File: src/rtl/fb_pkg.sv
// Shared definitions for the framebuffer draw engine: command opcodes,
// FSM states, common RGB565 colours and the byte-swap helper used to put
// a natural-order colour onto the pspi data bus.
package fb_pkg;

   typedef enum logic [1:0] {
      OP_POINT = 2'd0,
      OP_RECT  = 2'd1,
      OP_CLEAR = 2'd2,
      OP_RSVD  = 2'd3
   } fb_op_e;

   typedef enum logic [2:0] {
      S_IDLE,
      S_SETUP,
      S_ISSUE,
      S_WAIT,
      S_NEXT,
      S_FIN,
      S_POLL_ISSUE,
      S_POLL_WAIT
   } fb_state_e;

   localparam logic [15:0] RED    = 16'hF800;
   localparam logic [15:0] YELLOW = 16'hFFE0;
   localparam logic [15:0] BLACK  = 16'h0000;

   // The framebuffer stores each pixel low byte first.
   function automatic logic [15:0] swap16(input logic [15:0] c);
      return {c[7:0], c[15:8]};
   endfunction

endpackage

File: src/rtl/fb_addr_walker.sv
// Bounds/clip evaluation and word-address walk for one draw command.
// start (held for one cycle) loads the walk from the command fields;
// step advances one 32-bit word; last flags the final word of the walk.
module fb_addr_walker
   import fb_pkg::*;
#(
   parameter int          FB_W    = 320,
   parameter int          FB_H    = 240,
   parameter logic [31:0] FB_BASE = 32'd0
) (
   input  logic        clk,
   input  logic        start,
   input  logic        step,
   input  logic [1:0]  op,
   input  logic [15:0] x,
   input  logic [15:0] y,
   input  logic [15:0] w,
   input  logic [15:0] h,
   output logic        empty,
   output logic        clip,
   output logic        last,
   output logic [31:0] addr
);

   localparam logic [15:0] W_MAX     = 16'(FB_W - 1);
   localparam logic [15:0] H_MAX     = 16'(FB_H - 1);
   localparam logic [31:0] ROW_BYTES = 32'(FB_W * 2);

   logic [16:0] xr, yr;
   logic [15:0] x0, y0, x1, y1, xs;
   logic [31:0] first_row;
   logic [15:0] xs_r, xe_r, y1_r, cx_r, cy_r;
   logic [31:0] row_r;
   logic        row_end;

   // Resolve the inclusive pixel bounds and the clip/empty verdict.
   always_comb begin
      xr    = {1'b0, x} + {1'b0, w} - 17'd1;
      yr    = {1'b0, y} + {1'b0, h} - 17'd1;
      x0    = x;
      y0    = y;
      x1    = x;
      y1    = y;
      empty = 1'b0;
      clip  = 1'b0;
      case (op)
         OP_POINT: ;
         OP_RECT: begin
            if (xr > {1'b0, W_MAX}) begin
               x1   = W_MAX;
               clip = 1'b1;
            end else begin
               x1 = xr[15:0];
            end
            if (yr > {1'b0, H_MAX}) begin
               y1   = H_MAX;
               clip = 1'b1;
            end else begin
               y1 = yr[15:0];
            end
         end
         OP_CLEAR: begin
            x0 = 16'd0;
            y0 = 16'd0;
            x1 = W_MAX;
            y1 = H_MAX;
         end
         default: begin
            empty = 1'b1;
            clip  = 1'b1;
         end
      endcase
      if (x0 > W_MAX || y0 > H_MAX) begin
         empty = 1'b1;
         clip  = 1'b1;
      end else if (op == OP_RECT && (w == 16'd0 || h == 16'd0)) begin
         empty = 1'b1;
         clip  = 1'b0;
      end
   end

   // The only multiply: byte offset of the first row.
   assign xs        = x0 & 16'hFFFE;
   assign first_row = FB_BASE + 32'(y0) * ROW_BYTES;
   assign row_end   = (cx_r | 16'd1) == xe_r;
   assign last      = row_end && (cy_r == y1_r);

   // Word walker: +4 per word, +ROW_BYTES per row, no multiply in the loop.
   always_ff @(posedge clk) begin
      if (start) begin
         xs_r  <= xs;
         xe_r  <= x1 | 16'd1;
         y1_r  <= y1;
         cx_r  <= xs;
         cy_r  <= y0;
         row_r <= first_row;
         addr  <= first_row + {15'd0, xs, 1'b0};
      end else if (step) begin
         if (row_end) begin
            cx_r  <= xs_r;
            cy_r  <= cy_r + 16'd1;
            row_r <= row_r + ROW_BYTES;
            addr  <= row_r + ROW_BYTES + {15'd0, xs_r, 1'b0};
         end else begin
            cx_r <= cx_r + 16'd2;
            addr <= addr + 32'd4;
         end
      end
   end

endmodule

File: src/rtl/fb_draw_engine.sv
// Framebuffer draw engine: turns POINT/RECT/CLEAR commands into a stream of
// two-pixel word writes on the pspi bus, one transaction at a time.
// Optional cursor trail polling of the mouse word: define FB_DRAW_CURSOR_EN.
module fb_draw_engine
   import fb_pkg::*;
#(
   parameter int          FB_W         = 320,
   parameter int          FB_H         = 240,
   parameter logic [31:0] FB_BASE      = 32'd0,
   parameter logic [15:0] CURSOR_COLOR = 16'hF800
) (
   input  logic        clk,
   input  logic        rst_n,
   input  logic        cmd_valid,
   output logic        cmd_ready,
   input  logic [1:0]  cmd_op,
   input  logic [15:0] cmd_x,
   input  logic [15:0] cmd_y,
   input  logic [15:0] cmd_w,
   input  logic [15:0] cmd_h,
   input  logic [15:0] cmd_color,
   output logic        busy,
   output logic        done,
   output logic        clipped,
   output logic [31:0] pspi_a,
   output logic [31:0] pspi_d,
   output logic        pspi_we,
   output logic        pspi_rd,
   input  logic [31:0] pspi_spo,
   input  logic        pspi_ready,
   output logic [15:0] mouse_x,
   output logic [15:0] mouse_y
);

   fb_state_e   state, state_nx;
   logic [1:0]  op_r;
   logic [15:0] x_r, y_r, w_r, h_r, c_r;
   logic        accept, start, step, internal, poll_hit;
   logic        w_empty, w_clip, w_last;
   logic [31:0] w_addr;

   assign accept = cmd_valid && (state == S_IDLE);

   fb_addr_walker #(.FB_W(FB_W), .FB_H(FB_H), .FB_BASE(FB_BASE)) u_walk (
      .clk   (clk),
      .start (start),
      .step  (step),
      .op    (op_r),
      .x     (x_r),
      .y     (y_r),
      .w     (w_r),
      .h     (h_r),
      .empty (w_empty),
      .clip  (w_clip),
      .last  (w_last),
      .addr  (w_addr)
   );

`ifdef FB_DRAW_CURSOR_EN
   logic        internal_r;
   logic [31:0] xy;

   assign xy       = {pspi_spo[7:0], pspi_spo[15:8], pspi_spo[23:16], pspi_spo[31:24]};
   assign poll_hit = (state == S_POLL_WAIT) && pspi_ready && (xy != {mouse_x, mouse_y});
   assign internal = internal_r;

   // Cursor position and the flag marking the in-flight POINT as internal.
   always_ff @(posedge clk) begin
      if (!rst_n) begin
         mouse_x    <= 16'd0;
         mouse_y    <= 16'd0;
         internal_r <= 1'b0;
      end else if (poll_hit) begin
         mouse_x    <= xy[31:16];
         mouse_y    <= xy[15:0];
         internal_r <= 1'b1;
      end else if (accept) begin
         internal_r <= 1'b0;
      end
   end
`else
   logic unused_cursor;

   assign unused_cursor = ^{pspi_spo, CURSOR_COLOR};
   assign poll_hit      = 1'b0;
   assign internal      = 1'b0;
   assign mouse_x       = 16'd0;
   assign mouse_y       = 16'd0;
`endif

   // Command fields, loaded on accept or by a cursor-triggered POINT.
   always_ff @(posedge clk) begin
      if (accept) begin
         op_r <= cmd_op;
         x_r  <= cmd_x;
         y_r  <= cmd_y;
         w_r  <= cmd_w;
         h_r  <= cmd_h;
         c_r  <= cmd_color;
`ifdef FB_DRAW_CURSOR_EN
      end else if (poll_hit) begin
         op_r <= OP_POINT;
         x_r  <= xy[31:16];
         y_r  <= xy[15:0];
         w_r  <= 16'd1;
         h_r  <= 16'd1;
         c_r  <= CURSOR_COLOR;
`endif
      end
   end

   // State register and the per-command sticky clip flag.
   always_ff @(posedge clk) begin
      if (!rst_n) begin
         state   <= S_IDLE;
         clipped <= 1'b0;
      end else begin
         state <= state_nx;
         if (accept)
            clipped <= 1'b0;
         else if (state == S_SETUP && !internal)
            clipped <= w_clip;
      end
   end

   // Next-state logic and walker control strobes.
   always_comb begin
      state_nx = state;
      start    = 1'b0;
      step     = 1'b0;
      case (state)
         S_IDLE: begin
            if (cmd_valid)
               state_nx = S_SETUP;
`ifdef FB_DRAW_CURSOR_EN
            else
               state_nx = S_POLL_ISSUE;
`endif
         end
         S_SETUP: begin
            start    = 1'b1;
            state_nx = w_empty ? S_FIN : S_ISSUE;
         end
         S_ISSUE: state_nx = S_WAIT;
         S_WAIT:  if (pspi_ready) state_nx = S_NEXT;
         S_NEXT: begin
            if (w_last) begin
               state_nx = S_FIN;
            end else begin
               step     = 1'b1;
               state_nx = S_ISSUE;
            end
         end
         S_FIN: state_nx = S_IDLE;
`ifdef FB_DRAW_CURSOR_EN
         S_POLL_ISSUE: state_nx = S_POLL_WAIT;
         S_POLL_WAIT:  if (pspi_ready) state_nx = poll_hit ? S_SETUP : S_IDLE;
`endif
         default: state_nx = S_IDLE;
      endcase
   end

   assign cmd_ready = (state == S_IDLE);
   assign busy      = !internal && (state inside {S_SETUP, S_ISSUE, S_WAIT, S_NEXT});
   assign done      = !internal && (state == S_FIN);
   assign pspi_we   = (state == S_ISSUE);
   assign pspi_a    = pspi_we ? w_addr : 32'd0;
   assign pspi_d    = pspi_we ? {swap16(c_r), swap16(c_r)} : 32'd0;
`ifdef FB_DRAW_CURSOR_EN
   assign pspi_rd   = (state == S_POLL_ISSUE);
`else
   assign pspi_rd   = 1'b0;
`endif

endmodule

File: config.mk
export PLATFORM = sky130hd
export DESIGN_NAME = fb_draw_engine
export DESIGN_NICKNAME = d
export VERILOG_FILES = /design/src/rtl/fb_pkg.sv /design/src/rtl/fb_addr_walker.sv /design/src/rtl/fb_draw_engine.sv
export SDC_FILE = /design/constraint.sdc
export NUM_CORES = 1
export LEC_CHECK = 0
export ABC_AREA = 1
export BUFFER_PORTS_ARGS = -buffer_cell sky130_fd_sc_hd__buf_4
export CAP_MARGIN = 25
export CELL_PAD_IN_SITES_DETAIL_PLACEMENT = 0
export CELL_PAD_IN_SITES_GLOBAL_PLACEMENT = 1
export CORE_ASPECT_RATIO = 2
export CORE_UTILIZATION = 47
export CTS_CLUSTER_SIZE = 8
export DETAILED_ROUTE_END_ITERATION = 10
export GPL_ROUTABILITY_DRIVEN = 0
export HOLD_SLACK_MARGIN = 0.06
export PLACE_DENSITY = 0.91
export SKIP_CTS_REPAIR_TIMING = 1
export SLEW_MARGIN = 0
export SYNTH_ARGS = -nofsm -noshare
export SYNTH_HDL_FRONTEND = slang
export SYNTH_SLANG_ARGS = --single-unit
File: constraint.sdc
create_clock -name clk -period 10.1 [get_ports clk]
set_input_delay 1.01 -clock clk [delete_from_list [all_inputs] [get_ports clk]]
set_output_delay 1.01 -clock clk [all_outputs]
set_load 0.02 [all_outputs]
==> metrics <==
status finished clean; initial antenna violation count 0; Slew Limit Fails 0; Netlist cell types 48; insertion delay to the later sink of the worst-skew pair 0.56 ns; slowest cell on the critical path fa_1; CP cell instances inv_1 -> ha_1 -> buf_4 -> nor2_1 -> ha_1 -> ha_1 -> fa_1 -> nand2_1 -> nand2_1 -> o21ai_0 -> xnor2_1 -> ha_1 -> nand2_1 -> nor2_1 -> nand4_1 -> o211ai_1 -> nand3_1 -> nand2_1 -> nand3_1 -> nand3_1 -> o21ai_0; fin crit period 4.71 ns; Power Internal 3.26 mW; H-tree depth 1; Worst path max stage delay 0.41 ns; Layout Cells excl Fill 2746; Clk pwr share 0.152; dominant cells by area after synthesis edfxtp_1, nand2_1, ha_1, inv_1, nor2_1; Worst setup EP type register; multi-input logic area 8270 µm²; gr busiest metal met2; RR Endpoint u_walk.addr[22]; CTS clk-pin slew, worst paths 0.05 ns; ratio of cells with drive above 1 in the final layout 0.106; min-delay src u_walk.row_r[31]; Worst EP required 10.40 ns; port buffer count 152; Die W 134 µm; LEAKAGE 8.91 nW; worst-path fanout max 35; EDFF count, synth 208; Routed Antenna Nets 0; total track usage 0.266; RSZ-0062 raised after global routing false; synthesis-to-layout area growth 13.9%; Synth area leader edfxtp_1; Switching Power 2.99 mW; Reg area 6450 µm²; DR WL/cell 17.1 µm; number of synthesized register bits 218; cell count of the worst hold path 2; crit path DAT 5.01 ns; Slew @ Worst Pin 0.989 ns; drt pass-1 iters 5; num rows 96; Syn Area/Cell 7.70 µm²; GR met3 Demand/Resource 0.0342; Comb pwr share 0.560; CTS tree done; Slew HR 0.341; CTS buffer count 31; Die Height 267 µm; diode count 0; Total Wirelength 47000 µm; clock buffer depth 3; Post-layout nets 2522; first-pass GRT wire length 72800 µm; Startpoint Class register; drt drc 0; initial DRC count 719; vias in the first global route 14600; fin crit share 0.466; R2R Path Start op_r[0]; R2R Setup Slk 5.39 ns; area share of the largest cell type after synthesis 0.380; dpl cells 2689; maxcap violations 0; Starting Density 0.479; # fillers 3305; Die Area 35800 µm²; Buf/Inv on CP 2; final setup fails 0; Synthesis Warnings 0; met1 Use GR 0.226; TNS Setup 0 ns; M2 GR Usage 0.518; hold endpoint u_walk.row_r[31]; Top delay family on crit path adder cells; critical path class reg2reg; Via density 5.25; Final Hold Vio Count 0; Reg2Reg Depth 21; sequential share of power 0.288; Clock Root Buffer clkbuf_16; Max Clock Skew 0.0157 ns; core area 34400 µm²; Power per Cell Area 334 nW/µm²; Post-Syn Instances 2138; top cells by count, synth nand2_1, inv_1, nor2_1; largest net degree at the start of global routing 83; Seq/Total Area, Yosys 0.392; CTS sink cnt 218; worst hold path class reg2reg; top_reg_cell synth edfxtp_1; count leader, synth nand2_1; vias 14400; fmax 0.212 GHz; Async SR Flop Fraction 0; global route overflow 0; maximum vdd drop 0.177 mV; # IOs 220; DP HPWL 37700 µm; Synth Cell Area 16500 µm²; Sw Share 0.478
==> registers in the layout, indices dropped and copies added, names as in the netlist <==
name / flops
y_r: 16
c_r: 16
u_walk.xe_r: 15
x_r: 16
state: 3
u_walk.xs_r: 15
u_walk.cx_r: 15
clipped: 1
u_walk.y1_r: 16
u_walk.cy_r: 16
u_walk.addr: 30
u_walk.row_r: 25
h_r: 16
op_r: 2
w_r: 16
==> power by group through the flow <==
stage          Clock, mW  Sequential [mW]  Combinational, mW
6_report           0.951             1.80               3.50
5_1_grt             1.00             1.84               3.95
4_1_cts            0.973             1.80               3.49
3_5_place_dp           0             1.81               3.47
3_3_place_gp           0             1.80               3.41
2_1_floorplan          0             1.74               2.56
==> worst max-delay path by stage <==
stage                         start               to  slack [ns]  depth (start not counted)
after floorplan           cmd_valid           c_r[0]        5.12                          2
after global placement      op_r[0]  u_walk.addr[20]        5.53                         21
after detailed placement    op_r[0]  u_walk.addr[22]        5.45                         21
after CTS                   op_r[0]  u_walk.addr[22]        5.42                         21
after global routing        op_r[0]  u_walk.addr[20]        5.05                         21
final                       op_r[0]  u_walk.addr[22]        5.39                         21
==> cell families (layout without fill, tap and decap cells) <==
logic type | Yosys count | after routing | share of synthesized area
AND/OR/NAND/NOR | 1001 | 1001 | 0.260
buffers and inverters | 449 | 582 | 0.114
AO/OA/AOI/OAI | 252 | 252 | 0.0870
flip-flops | 218 | 218 | 0.392
adder cells (fa/ha/maj) | 123 | 123 | 0.0958
XOR/XNOR | 93 | 93 | 0.0504
other | 1 | 35 | 0.000228
multiplexers | 1 | 1 | 0.000684
==> routing by layer <==
| metal | routed length, µm | part of all wire |
|---|---|---|
| met1 | 14800 | 0.31 |
| met3 | 1860 | 0.040 |
| met4 | 4840 | 0.10 |
| met2 | 25600 | 0.54 |
| met5 | 0 | 0 |
==> cells in the final DEF, fill, tap and decap left out, types with 54 or more instances in the layout <==
cell type and instances:
edfxtp_1 208, o21ai_0 96, ha_1 118, nor2_1 227, buf_4 164, nand2_1 526
inv_1 357, nand3_1 112, a21oi_1 74, xor2_1 54
==> area by class of cell <==
| type | instances | area share |
|---|---|---|
| clock buffers | 56 | 0.0464 |
| clock inverters | 1 | 0.000401 |
| inverters | 361 | 0.0723 |
| multi-input cells | 1505 | 0.442 |
| flip-flops and latches | 218 | 0.344 |
| well taps | 441 | 0.0295 |
| repair buffers | 164 | 0.0657 |
==> tightest hold or removal path: stages (launching register included) <==
cell and delay (ns):
dfxtp_1 0.31, inv_1 0.07, o22ai_1 0.07
==> metrics by stage <==
stage                     utilization  power (mW)  hold slack, ns  cell area (µm²)  setup slack (ns)
after global placement          0.520        5.20           0.476            17900              5.53
after CTS                       0.545        6.26           0.500            18700              5.42
after global routing            0.545        6.79           0.525            18700              5.05
final                           0.545        6.25           0.496            18700              5.39
after detailed placement        0.520        5.28           0.490            17900              5.45
after floorplan                     -        4.29           0.460            16600              5.12
(Power assumes the default switching activity.)
